## src/rtl/axi_req_arbiter_pkg.sv

```systemverilog
// Shared types and request codes for the cache-to-AXI-bridge request arbiter.
package axi_req_arbiter_pkg;

    localparam int unsigned REQ_W = 3;

    localparam logic [REQ_W-1:0] REQ_TO_AXI_NONE        = 3'd0;
    localparam logic [REQ_W-1:0] REQ_TO_AXI_LOAD_WORD   = 3'd1;
    localparam logic [REQ_W-1:0] REQ_TO_AXI_LOAD_BLOCK  = 3'd2;
    localparam logic [REQ_W-1:0] REQ_TO_AXI_WRITE_WORD  = 3'd3;
    localparam logic [REQ_W-1:0] REQ_TO_AXI_WRITE_BLOCK = 3'd4;

    typedef enum logic [1:0] {
        ARB_IDLE,
        ARB_ISSUE,
        ARB_BUSY,
        ARB_DONE
    } arb_state_t;

    typedef enum logic {
        ARB_M_DCACHE = 1'b0,
        ARB_M_ICACHE = 1'b1
    } arb_master_t;

    // ICache only ever reads; any write code from it is treated as no request.
    function automatic logic icache_req_legal(input logic [REQ_W-1:0] req);
        return (req == REQ_TO_AXI_LOAD_WORD) || (req == REQ_TO_AXI_LOAD_BLOCK);
    endfunction

endpackage

```

## src/rtl/arb_grant_sel.sv

```systemverilog
// Grant selector for the request arbiter.
// ARB_ROUND_ROBIN_EN: alternate on conflicts; otherwise DCache wins conflicts.
module arb_grant_sel
    import axi_req_arbiter_pkg::*;
(
    input  logic        i_valid,
    input  logic        d_valid,
    input  arb_master_t rr_last,
    output arb_master_t grant_c
);

    always_comb begin
        grant_c = ARB_M_DCACHE;
        if (i_valid && !d_valid) begin
            grant_c = ARB_M_ICACHE;
        end else if (i_valid && d_valid) begin
`ifdef ARB_ROUND_ROBIN_EN
            grant_c = (rr_last == ARB_M_ICACHE) ? ARB_M_DCACHE : ARB_M_ICACHE;
`else
            grant_c = ARB_M_DCACHE;
`endif
        end
    end

`ifndef ARB_ROUND_ROBIN_EN
    logic unused_rr_last;
    assign unused_rr_last = rr_last;
`endif

endmodule

```

## src/rtl/axi_req_arbiter.sv

```systemverilog
// Shares the AXI bridge request port between ICache and DCache.
// Optional round-robin conflict resolution via ARB_ROUND_ROBIN_EN.
module axi_req_arbiter
    import axi_req_arbiter_pkg::*;
#(
    parameter int unsigned ADDR_W  = 32,
    parameter int unsigned DATA_W  = 32,
    parameter int unsigned BLOCK_W = 256
) (
    input  logic               clk,
    input  logic               rst,

    input  logic [REQ_W-1:0]   i_req,
    input  logic [ADDR_W-1:0]  i_ad,
    input  logic [2:0]         i_rword_en,
    output logic               i_done,
    output logic [BLOCK_W-1:0] i_rblock,
    output logic [DATA_W-1:0]  i_rword,

    input  logic [REQ_W-1:0]   d_req,
    input  logic [ADDR_W-1:0]  d_ad,
    input  logic [BLOCK_W-1:0] d_wblock,
    input  logic [DATA_W-1:0]  d_wword,
    input  logic [3:0]         d_wword_en,
    input  logic [2:0]         d_rword_en,
    output logic               d_done,
    output logic [BLOCK_W-1:0] d_rblock,
    output logic [DATA_W-1:0]  d_rword,

    output logic [REQ_W-1:0]   br_req,
    output logic [ADDR_W-1:0]  br_ad,
    output logic [BLOCK_W-1:0] br_wblock,
    output logic [DATA_W-1:0]  br_wword,
    output logic [3:0]         br_wword_en,
    output logic [2:0]         br_rword_en,
    input  logic               br_ready,
    input  logic               br_finish,
    input  logic [BLOCK_W-1:0] br_rblock,
    input  logic [DATA_W-1:0]  br_rword
);

    arb_state_t       state_q, state_d;
    arb_master_t      grant_q, grant_d;
    arb_master_t      sel_grant_c;
    arb_master_t      rr_last_c;
    logic             i_valid_c, d_valid_c;
    logic [REQ_W-1:0] br_req_d;
    logic             i_done_d, d_done_d;

    assign i_valid_c = icache_req_legal(i_req);
    assign d_valid_c = (d_req != REQ_TO_AXI_NONE);

    arb_grant_sel u_grant_sel (
        .i_valid (i_valid_c),
        .d_valid (d_valid_c),
        .rr_last (rr_last_c),
        .grant_c (sel_grant_c)
    );

`ifdef ARB_ROUND_ROBIN_EN
    arb_master_t rr_last_q;

    // Remember the last winner so the other master wins the next conflict.
    always_ff @(posedge clk) begin
        if (rst) begin
            rr_last_q <= ARB_M_ICACHE;
        end else if ((state_q == ARB_IDLE) && (state_d == ARB_ISSUE)) begin
            rr_last_q <= grant_d;
        end
    end

    assign rr_last_c = rr_last_q;
`else
    assign rr_last_c = ARB_M_ICACHE;
`endif

    // Next-state, registered request code and done pulses.
    always_comb begin
        state_d  = state_q;
        grant_d  = grant_q;
        br_req_d = REQ_TO_AXI_NONE;
        i_done_d = 1'b0;
        d_done_d = 1'b0;
        case (state_q)
            ARB_IDLE: begin
                if (br_ready && (i_valid_c || d_valid_c)) begin
                    grant_d  = sel_grant_c;
                    br_req_d = (sel_grant_c == ARB_M_ICACHE) ? i_req : d_req;
                    state_d  = ARB_ISSUE;
                end
            end
            ARB_ISSUE: state_d = ARB_BUSY;
            ARB_BUSY: begin
                if (br_finish) begin
                    i_done_d = (grant_q == ARB_M_ICACHE);
                    d_done_d = (grant_q == ARB_M_DCACHE);
                    state_d  = ARB_DONE;
                end
            end
            ARB_DONE: state_d = ARB_IDLE;
            default:  state_d = ARB_IDLE;
        endcase
    end

    always_ff @(posedge clk) begin
        if (rst) begin
            state_q  <= ARB_IDLE;
            grant_q  <= ARB_M_DCACHE;
            br_req   <= REQ_TO_AXI_NONE;
            i_done   <= 1'b0;
            d_done   <= 1'b0;
            i_rblock <= '0;
            i_rword  <= '0;
            d_rblock <= '0;
            d_rword  <= '0;
        end else begin
            state_q <= state_d;
            grant_q <= grant_d;
            br_req  <= br_req_d;
            i_done  <= i_done_d;
            d_done  <= d_done_d;
            // Read data is held per master until that master's next completion.
            if (i_done_d) begin
                i_rblock <= br_rblock;
                i_rword  <= br_rword;
            end
            if (d_done_d) begin
                d_rblock <= br_rblock;
                d_rword  <= br_rword;
            end
        end
    end

    // Bridge samples write data a cycle after req, so payload follows the grant register.
    assign br_ad       = (grant_q == ARB_M_ICACHE) ? i_ad       : d_ad;
    assign br_rword_en = (grant_q == ARB_M_ICACHE) ? i_rword_en : d_rword_en;
    assign br_wblock   = (grant_q == ARB_M_ICACHE) ? '0         : d_wblock;
    assign br_wword    = (grant_q == ARB_M_ICACHE) ? '0         : d_wword;
    assign br_wword_en = (grant_q == ARB_M_ICACHE) ? 4'b0000    : d_wword_en;

endmodule

```

## config.mk

```make
export PLATFORM = sky130hd
export DESIGN_NAME = axi_req_arbiter
export DESIGN_NICKNAME = d
export VERILOG_FILES = /design/src/rtl/axi_req_arbiter_pkg.sv /design/src/rtl/arb_grant_sel.sv /design/src/rtl/axi_req_arbiter.sv
export SDC_FILE = /design/constraint.sdc
export NUM_CORES = 1
export LEC_CHECK = 0
export CORE_AREA = 4 4 602 604
export DETAILED_ROUTE_END_ITERATION = 10
export DIE_AREA = 0 0 606 608
export MAX_ROUTING_LAYER = met4
export PLACE_DENSITY = 0.3
export REMOVE_ABC_BUFFERS = 1
export SETUP_SLACK_MARGIN = 0.3
export SLEW_MARGIN = 20
export SYNTH_ARGS = -nofsm -noshare
export SYNTH_HDL_FRONTEND = slang
export SYNTH_HIERARCHICAL = 1
export SYNTH_SLANG_ARGS = --single-unit
```

## constraint.sdc

```tcl
create_clock -name clk -period 2.05 [get_ports clk]
set_clock_uncertainty 0.1 [all_clocks]
set_input_delay 0.205 -clock clk [delete_from_list [all_inputs] [get_ports clk]]
set_output_delay 0.205 -clock clk [all_outputs]
set_load 0.005 [all_outputs]
```

==> results of run 1 <==
==> stage by stage <==
| stage | total power, W | area, um2 | hold WS [ns] | worst slack, ns | setup TNS [ns] |
|---|---|---|---|---|---|
| floorplan | 0.0148 | 21400 | 0.174 | -13.75 | -9235.44 |
| global placement | 0.0213 | 46100 | 0.342 | -0.378 | -151.84 |
| detailed placement | 0.0213 | 46100 | 0.346 | -0.347 | -138.42 |
| CTS | 0.0381 | 52000 | 0.000417 | -0.867 | -211.04 |
| global route | 0.0393 | 55100 | 0.0393 | -0.738 | -273.63 |
| finish | 0.0376 | 55100 | 0.0574 | -0.645 | -168.82 |
==> worst min-delay path, cell delays in order <==
cell and delay [ns]:
clkdlybuf4s50_1 0.50, nand2_1 0.10, a21oi_1 0.05
==> metal layers <==
| layer | GRT usage | share of wire | wire (um) |
|---|---|---|---|
| met1 | 0.145 | 0.35 | 102000 |
| met2 | 0.281 | 0.52 | 153000 |
| met3 | 0.0568 | 0.080 | 23400 |
| met4 | 0.0546 | 0.045 | 13100 |
| met5 | - | 0 | 0 |
==> final timing paths <==
path / start / to / slack, ns
max: grant_q / br_wblock[95] / -0.65
max reg2reg: grant_q / i_rblock[16] / -0.23
min: br_rblock[74] / i_rblock[74] / 0.06
min reg2reg: i_rblock[154] / i_rblock[154] / 0.35
==> report_power, final <==
group | total, W | switching, W | leakage [nW] | internal (W)
Clock | 0.0158 | 0.00618 | 1.45 | 0.00961
Combinational | 0.00948 | 0.00472 | 13.5 | 0.00477
Sequential | 0.0124 | 0.000354 | 4.71 | 0.0120
Total | 0.0376 | 0.0112 | 19.6 | 0.0264
==> cell type report <==
class	instances	area, um2
diodes	100	250
clock buffers	129	2590
clock inverters	27	353
fillers	40600	302000
inverters	4	15.0
multi-input cells	2086	11100
flip-flops and latches	584	11700
well taps	4773	5970
repair buffers	2180	23200
==> sequential cells by signal, summed over array words and instances (netlist names) <==
register and flops:
d_rword 32, br_req 3, d_done 1, i_rword 32, d_rblock 256, i_rblock 256
state_q 2, grant_q 1, i_done 1
==> repair_timing <==
item	in CTS	in global routing
hold buffers	230	0
buffers inserted	20	83
gates cloned	7	14
endpoints found under the hold margin	453	0
resized for setup	353	1216
setup endpoints to repair	1458	1458
==> impl_results.md, run 1 <==
* CP required at 1.75 ns
* Largest net degree at the start of global routing at 84
* I/O pin cnt at 1568
* CP top delay family: buffers and inverters
* Initial drt markers at 1700
* RSZ-0062 raised after global routing: yes
* Final wirelength at 292 mm
* Commonest non-fill, non-tap cell in the layout: clkdlybuf4s50_1
* Critical Path End Type: primary output
* WS Path Type: flop to primary output
* Status: finished with violations
* DP Wirelength at 250 mm
* Vias per std cell at 2.94
* Clk_lat worst skew at 0.75 ns
* Cells after Synth at 2903
* Final hold viol count at 0
* Clock transition at path regs at 0.07 ns
* Syn_area_per_cell at 7.73 um2
* Via count at 29100
* CTS tree: done
* Die H at 608 um
* Total track usage at 0.153
* Cell depth of the worst setup path at 9
* Post-Layout Cell Count at 9883
* Final Critical Period at 2.70 ns
* Worst Hold Class: input port to flop
* Routed length per instance at 29.5 um
* CP arrival at 2.39 ns
* Clock buffer depth at 4
* CP Launch Type: flop
* R2r worst-path depth at 10
* Total CTS buffers at 88
* Initial Util at 0.0628
* PwrDens at 683 nW/um2
* First-pass GRT wire length at 351 mm
* Slew @ Worst Pin at 0.604 ns
* TritonRoute pass-1 iters at 5
* Max Freq at 371 MHz
* Yosys warnings at 6
* Failing checks: negative setup slack
* Number of global-route vias before repair at 28900
* Maximum VDD drop at 0.510 mV
* Core Area at 358000 um2
* Die Footprint at 368000 um2
* CTS Root Cell: clkbuf_16
* Most frequent cells in the layout: 1197 x clkdlybuf4s50_1, 1153 x nand2_1, 583 x dfxtp_1
* Num rows at 220
* Crit path top cell by count: buf_12
* DR DRC count at 0
* Pleak at 19.6 nW
* Slew Viols, Final at 0
* Final nets at 5606
* Slew HR at 0.596
* Mapped cell area at 22400 um2
* Setup violators final at 871
* Number of port buffers at 1567
* Area grow syn2layout at 146%
* Clock sinks at 584
* Peak per-stage delay on the critical path at 0.36 ns
* Hold Path Stages at 3
* CP max-delay cell: dfxtp_4
* Routability Congestion at 1.09
* Crit path buf inv count at 8
* Final period utilization at 1.31
* ANT nets after route at 0
* Layout cells sized above 1 at 0.221
* Final design utilization at 0.154
* Number of max-cap violations at 0
* Initial antenna violation count at 100
* Final WS setup at -0.645 ns
* Chip width at 606 um
* Critical Path Fanout Max at 5
* Grt total ovfl at 0
* H-tree depth at 3
* Dpl cells at 9273
* CP Cell Sequence: buf_12, buf_12, buf_12, buf_12, buf_8, buf_16, nor2b_1, buf_4, buf_6
Power figures use the tool's default switching activity.
==> run 2, diff against run 1 <==
- TNS_END_PERCENT: not set -> 1
==> run 2 against run 1 <==
Against the previous run:
- die area unchanged
- worst setup slack improved by 0.14 ns
- sequential cell count is the same
- non-clock buffer count is 91 lower
- the run still ends with negative setup slack left
- cell area fell by 5.4%
- critical path depth fell by 6
- sequential power barely moved
==> impl_results.md, run 2 (synthesized netlist as in run 1, its figures left out) <==
* Status: finished with violations
* Failing checks: negative setup slack
* Dpl cells at 9273
* Final WS setup at -0.502 ns
* CP arrival at 2.25 ns
* Via count at 28700
* Clock transition at path regs at 0.07 ns
* Switching pwr at 0.0111 W
* RSZ-0062 raised after global routing: yes
* First-pass GRT wire length at 348 mm
* H-tree depth at 3
* Worst Hold Class: input port to flop
* Number of max-cap violations at 0
* RR Startpoint: grant_q
* Number of global-route vias before repair at 28800
* Largest regs: d_rblock x256, i_rblock x256
* Max Freq at 392 MHz
* Core Area at 358000 um2
* Initial drt markers at 1541
* Setup violators final at 340
* Final hold viol count at 0
* Final wirelength at 288 mm
* Clk_lat worst skew at 0.75 ns
* Pleak at 18.2 nW
* Maximum VDD drop at 0.509 mV
* Number of port buffers at 1567
* Num rows at 220
* CTS Root Cell: clkbuf_16
* Internal power at 0.0261 W
* Sw Share at 0.299
* DR DRC count at 0
* Final Critical Period at 2.55 ns
* Routability Congestion at 1.09
* Area grow syn2layout at 132%
* Critical Path Fanout Max at 17
* I/O pin cnt at 1568
* WS Path Type: flop to primary output
* Part of the power in combinational logic at 0.243
* Total CTS buffers at 88
* Slew Viols, Final at 0
* Slew @ Worst Pin at 0.602 ns
* Final nets at 5515
* Grt total ovfl at 0
* Final period utilization at 1.25
* Chip width at 606 um
* Layout cells sized above 1 at 0.199
* CP startpoint: grant_q
* Hold Startpoint: br_rblock[81]
* Vias per std cell at 2.93
* Routed length per instance at 29.4 um
* Critical Path End Type: primary output
* DP Wirelength at 250 mm
* Setup Total Neg Slack at -76.06 ns
* Die H at 608 um
* PwrDens at 714 nW/um2
* Initial Util at 0.0628
* ANT nets after route at 0
* Clock sinks at 584
* TritonRoute pass-1 iters at 5
* Commonest non-fill, non-tap cell in the layout: nand2_1
* Largest net degree at the start of global routing at 84
* Post-Layout Cell Count at 9794
* Initial antenna violation count at 105
* Clock buffer depth at 4
* Clock power frac at 0.424
* CP required at 1.75 ns
* Slew HR at 0.597
* Die Footprint at 368000 um2
* Seq pwr share at 0.333
* CP Launch Type: flop
* Most frequent cells in the layout: 1153 x nand2_1, 1147 x clkdlybuf4s50_1, 577 x a21oi_1
* Total track usage at 0.152
* CTS tree: done
run 2: cell count changes in the layout (fill, tap and decap cells not counted), moves of 22 or more:
| cell | previous run | this run |
|---|---|---|
| clkbuf_2 | 35 | 88 |
| nor2b_2 | 10 | 84 |
| nor2b_4 | 176 | 31 |
| buf_4 | 220 | 268 |
| nor2b_1 | 107 | 178 |
| buf_2 | 50 | 72 |
| buf_12 | 138 | 111 |
| buf_8 | 43 | 12 |
| buf_6 | 222 | 103 |
| clkdlybuf4s50_1 | 1197 | 1147 |
run 2: worst max-delay path: stages (launching register included):
cell and delay, ns:
dfxtp_4 0.42, buf_16 0.19, nor2b_1 0.24, clkdlybuf4s50_1 0.61
run 2: timing repair:
action,4_1_cts,5_1_grt
resized for setup,593,591
endpoints found under the setup margin,1458,1410
cloned,1,9
setup buffers,2,21
hold buffers,230,0
hold endpoints to repair,453,0
run 2: path summary, 6_finish.rpt:
path                         to  slack, ns  cells past startpoint
hold reg to reg   i_rblock[154]       0.35                      2
setup / recovery  br_wblock[47]      -0.50                      3
setup reg to reg   i_rblock[16]      -0.04                      8
hold / removal     i_rblock[81]       0.06                      3
run 2: per-layer routing:
metal / GRT usage / up-vias / share of wire
li1: - / 13300 / -
met1: 0.145 / 13800 / 0.35
met2: 0.280 / 1161 / 0.53
met3: 0.0536 / 341 / 0.076
met4: 0.0544 / 0 / 0.043
met5: - / - / 0
run 2: power groups by stage:
stage	Clock (W)	Sequential (W)	Combinational (W)
6_report	0.0158	0.0124	0.00903
5_1_grt	0.0169	0.0125	0.00952
4_1_cts	0.0165	0.0124	0.00913
3_5_place_dp	0	0.0126	0.00870
3_3_place_gp	0	0.0126	0.00872
2_1_floorplan	0	0.0127	0.00216
run 2: cell type report:
cell class / instances / area (um2)
Clock inverter: 27 / 353
Tap cell: 4773 / 5970
Timing Repair Buffer: 2089 / 21100
Sequential cell: 584 / 11700
Inverter: 4 / 15.0
Fill cell: 40900 / 305000
Antenna cell: 102 / 255
Multi-Input combinational cell: 2086 / 10100
Clock buffer: 129 / 2590
run 2: per-stage QoR:
step / total power [W] / area, um2 / hold WS, ns / util / worst slack (ns)
2_1_floorplan: 0.0148 / 21400 / 0.174 / - / -13.75
3_3_place_gp: 0.0213 / 46100 / 0.342 / 0.129 / -0.378
3_5_place_dp: 0.0213 / 46100 / 0.346 / 0.129 / -0.347
4_1_cts: 0.0380 / 51300 / 0.000445 / 0.144 / -0.874
5_1_grt: 0.0388 / 52100 / 0.0393 / 0.146 / -0.613
6_report: 0.0372 / 52100 / 0.0555 / 0.146 / -0.502
==> run 3, diff against run 2 <==
- ABC_AREA: not set -> 1
- CORE_AREA: 4 4 602 604 -> 4 4 608 610
- DIE_AREA: 0 0 606 608 -> 0 0 612 614
- clock period: 2.05 -> 2.55 ns (I/O delays scaled with it)
==> run 3 against run 2 <==
Against the previous run:
- count of clock-buffer cells in the layout shrank 5
- critical path type unchanged
- total power shrank 0.31%
- combinational power grew 54%
- first-iteration DRC count grew 15%
- the run still ends with negative setup slack left
- area after synthesis grew 4.1%
- wire length shrank 8.9%
- sequential share of layout area grew 0.26 points
- sequential power shrank 14%
- die area grew 2.0%
- via count grew 4.7%
==> impl_results.md, run 3 <==
* Final period utilization at 1.01
* DP Wirelength at 217 mm
* Yosys warnings at 6
* Final nets at 5720
* Grt total ovfl at 0
* Cells after Synth at 3314
* Slew HR at 0.174
* DR DRC count at 0
* Clk_lat worst skew at 0.75 ns
* Vias per std cell at 3.01
* Critical Path Fanout Max at 8
* I/O pin cnt at 1568
* Pleak at 20.4 nW
* Tot Pwr at 0.0371 W
* CP required at 2.19 ns
* Crit path top cell by count: buf_12
* Routed length per instance at 26.4 um
* Maximum VDD drop at 0.452 mV
* Area grow syn2layout at 120%
* Chip width at 612 um
* R2r worst-path depth at 6
* Setup Total Neg Slack at -0.0217 ns
* Most frequent cells in the layout: 1201 x clkdlybuf4s50_1, 713 x nor2_1, 583 x dfxtp_1
* Number of max-cap violations at 0
* Post-Layout Cell Count at 9960
* Final hold viol count at 0
* Hold Path Stages at 3
* Number of port buffers at 1567
* Setup violators final at 1
* Via count at 30000
* Crit path buf inv count at 5
* Routability Congestion at 0.948
* Final WS setup at -0.0217 ns
* Die H at 614 um
* CP Cell Sequence: buf_12, buf_12, buf_8, buf_16, nor2_1, clkdlybuf4s15_2
* H-tree depth at 3
* Total track usage at 0.134
* Slew @ Worst Pin at 1.24 ns
* Die Footprint at 376000 um2
* ANT nets after route at 0
* Peak per-stage delay on the critical path at 0.37 ns
* Commonest non-fill, non-tap cell in the layout: clkdlybuf4s50_1
* First-pass GRT wire length at 324 mm
* Syn_area_per_cell at 7.05 um2
* CP max-delay cell: dfxtp_4
* Largest net degree at the start of global routing at 134
* TritonRoute pass-1 iters at 5
* Num rows at 222
* CTS Root Cell: clkbuf_16
* Initial Util at 0.0641
* Largest regs: d_rblock x256, i_rblock x256
* Slew Viols, Final at 0
* CP Launch Type: flop
* Mapped cell area at 23400 um2
* Core Area at 364000 um2
* Failing checks: negative setup slack
* Cell depth of the worst setup path at 6
* Clock sinks at 584
* Dpl cells at 9548
* Number of global-route vias before repair at 29700
* CP arrival at 2.22 ns
* Clock buffer depth at 4
* Max Freq at 389 MHz
* Final Critical Period at 2.57 ns
* PwrDens at 721 nW/um2
* Initial antenna violation count at 97
* CP top delay family: buffers and inverters
* RSZ-0062 raised after global routing: yes
* Status: finished with violations
* Layout cells sized above 1 at 0.152
* Clock transition at path regs at 0.06 ns
* Critical Path End Type: primary output
* CTS tree: done
* Final wirelength at 263 mm
* Initial drt markers at 1775
* Total CTS buffers at 89
* WS Path Type: flop to primary output
* Worst Hold Class: input port to flop
[run 3: cell types whose count changed in the layout (fill, tap and decap cells not counted), moves of 74 or more]
cell and change:
nand2_1 -783, nor2_1 +707, inv_1 +299, nand3_1 +290, a21oi_1 -284, o21ai_0 +247
nor2b_1 -178, buf_4 -125, nor2_4 +88, nor2b_2 -84, buf_12 -74, diode_2 -74
[run 3: worst paths after layout]
check / start / to / slack (ns)
worst max-delay path: grant_q / br_wblock[213] / -0.02
worst max register to register: grant_q / i_rblock[114] / 0.35
worst min register to register: i_rblock[172] / i_rblock[172] / 0.36
worst min-delay path: br_rblock[161] / d_rblock[161] / 0.08
[run 3: where the power goes]
group	switching (W)	internal, W
registers	0.000544	0.0102
clock network	0.00508	0.00738
logic	0.00764	0.00624
total	0.0133	0.0238
[run 3: metrics by stage]
step	hold WS [ns]	setup slack [ns]	util	area (um2)
after floorplan	0.224	-15.69	-	22100
after global placement	0.349	0.148	0.124	45000
after detailed placement	0.351	0.169	0.124	45000
after CTS	0.000800	-0.324	0.136	49700
after global routing	0.0371	-0.0821	0.141	51400
final	0.0782	-0.0217	0.141	51400
[run 3: tightest hold or removal path: stages]
cell and delay (ns):
clkdlybuf4s50_1 0.48, nor2_1 0.13, nor2_1 0.05
[run 3: layout make-up]
cell class,instances,area (um2)
Antenna cell,28,70.1
Sequential cell,584,11700
Inverter,307,1190
Clock buffer,124,2520
Multi-Input combinational cell,2163,10300
Timing Repair Buffer,1913,19300
Clock inverter,25,318
Fill cell,41800,313000
Tap cell,4816,6030
[run 3: what timing repair did]
| item | 4_1_cts | 5_1_grt |
|---|---|---|
| endpoints found under the hold margin | 340 | 0 |
| setup buffers | 7 | 19 |
| setup endpoints to repair | 433 | 598 |
| gates resized for setup | 758 | 834 |
| pin swaps | 11 | 78 |
| gates cloned | 6 | 14 |
| hold buffers | 189 | 0 |
[run 3: layer usage]
layer / vias to the layer above / global-route usage / part of all wire
met2: 1264 / 0.233 / 0.50
met4: 0 / 0.0381 / 0.039
li1: 14000 / - / -
met3: 322 / 0.0371 / 0.073
met1: 14500 / 0.150 / 0.39
met5: - / - / 0
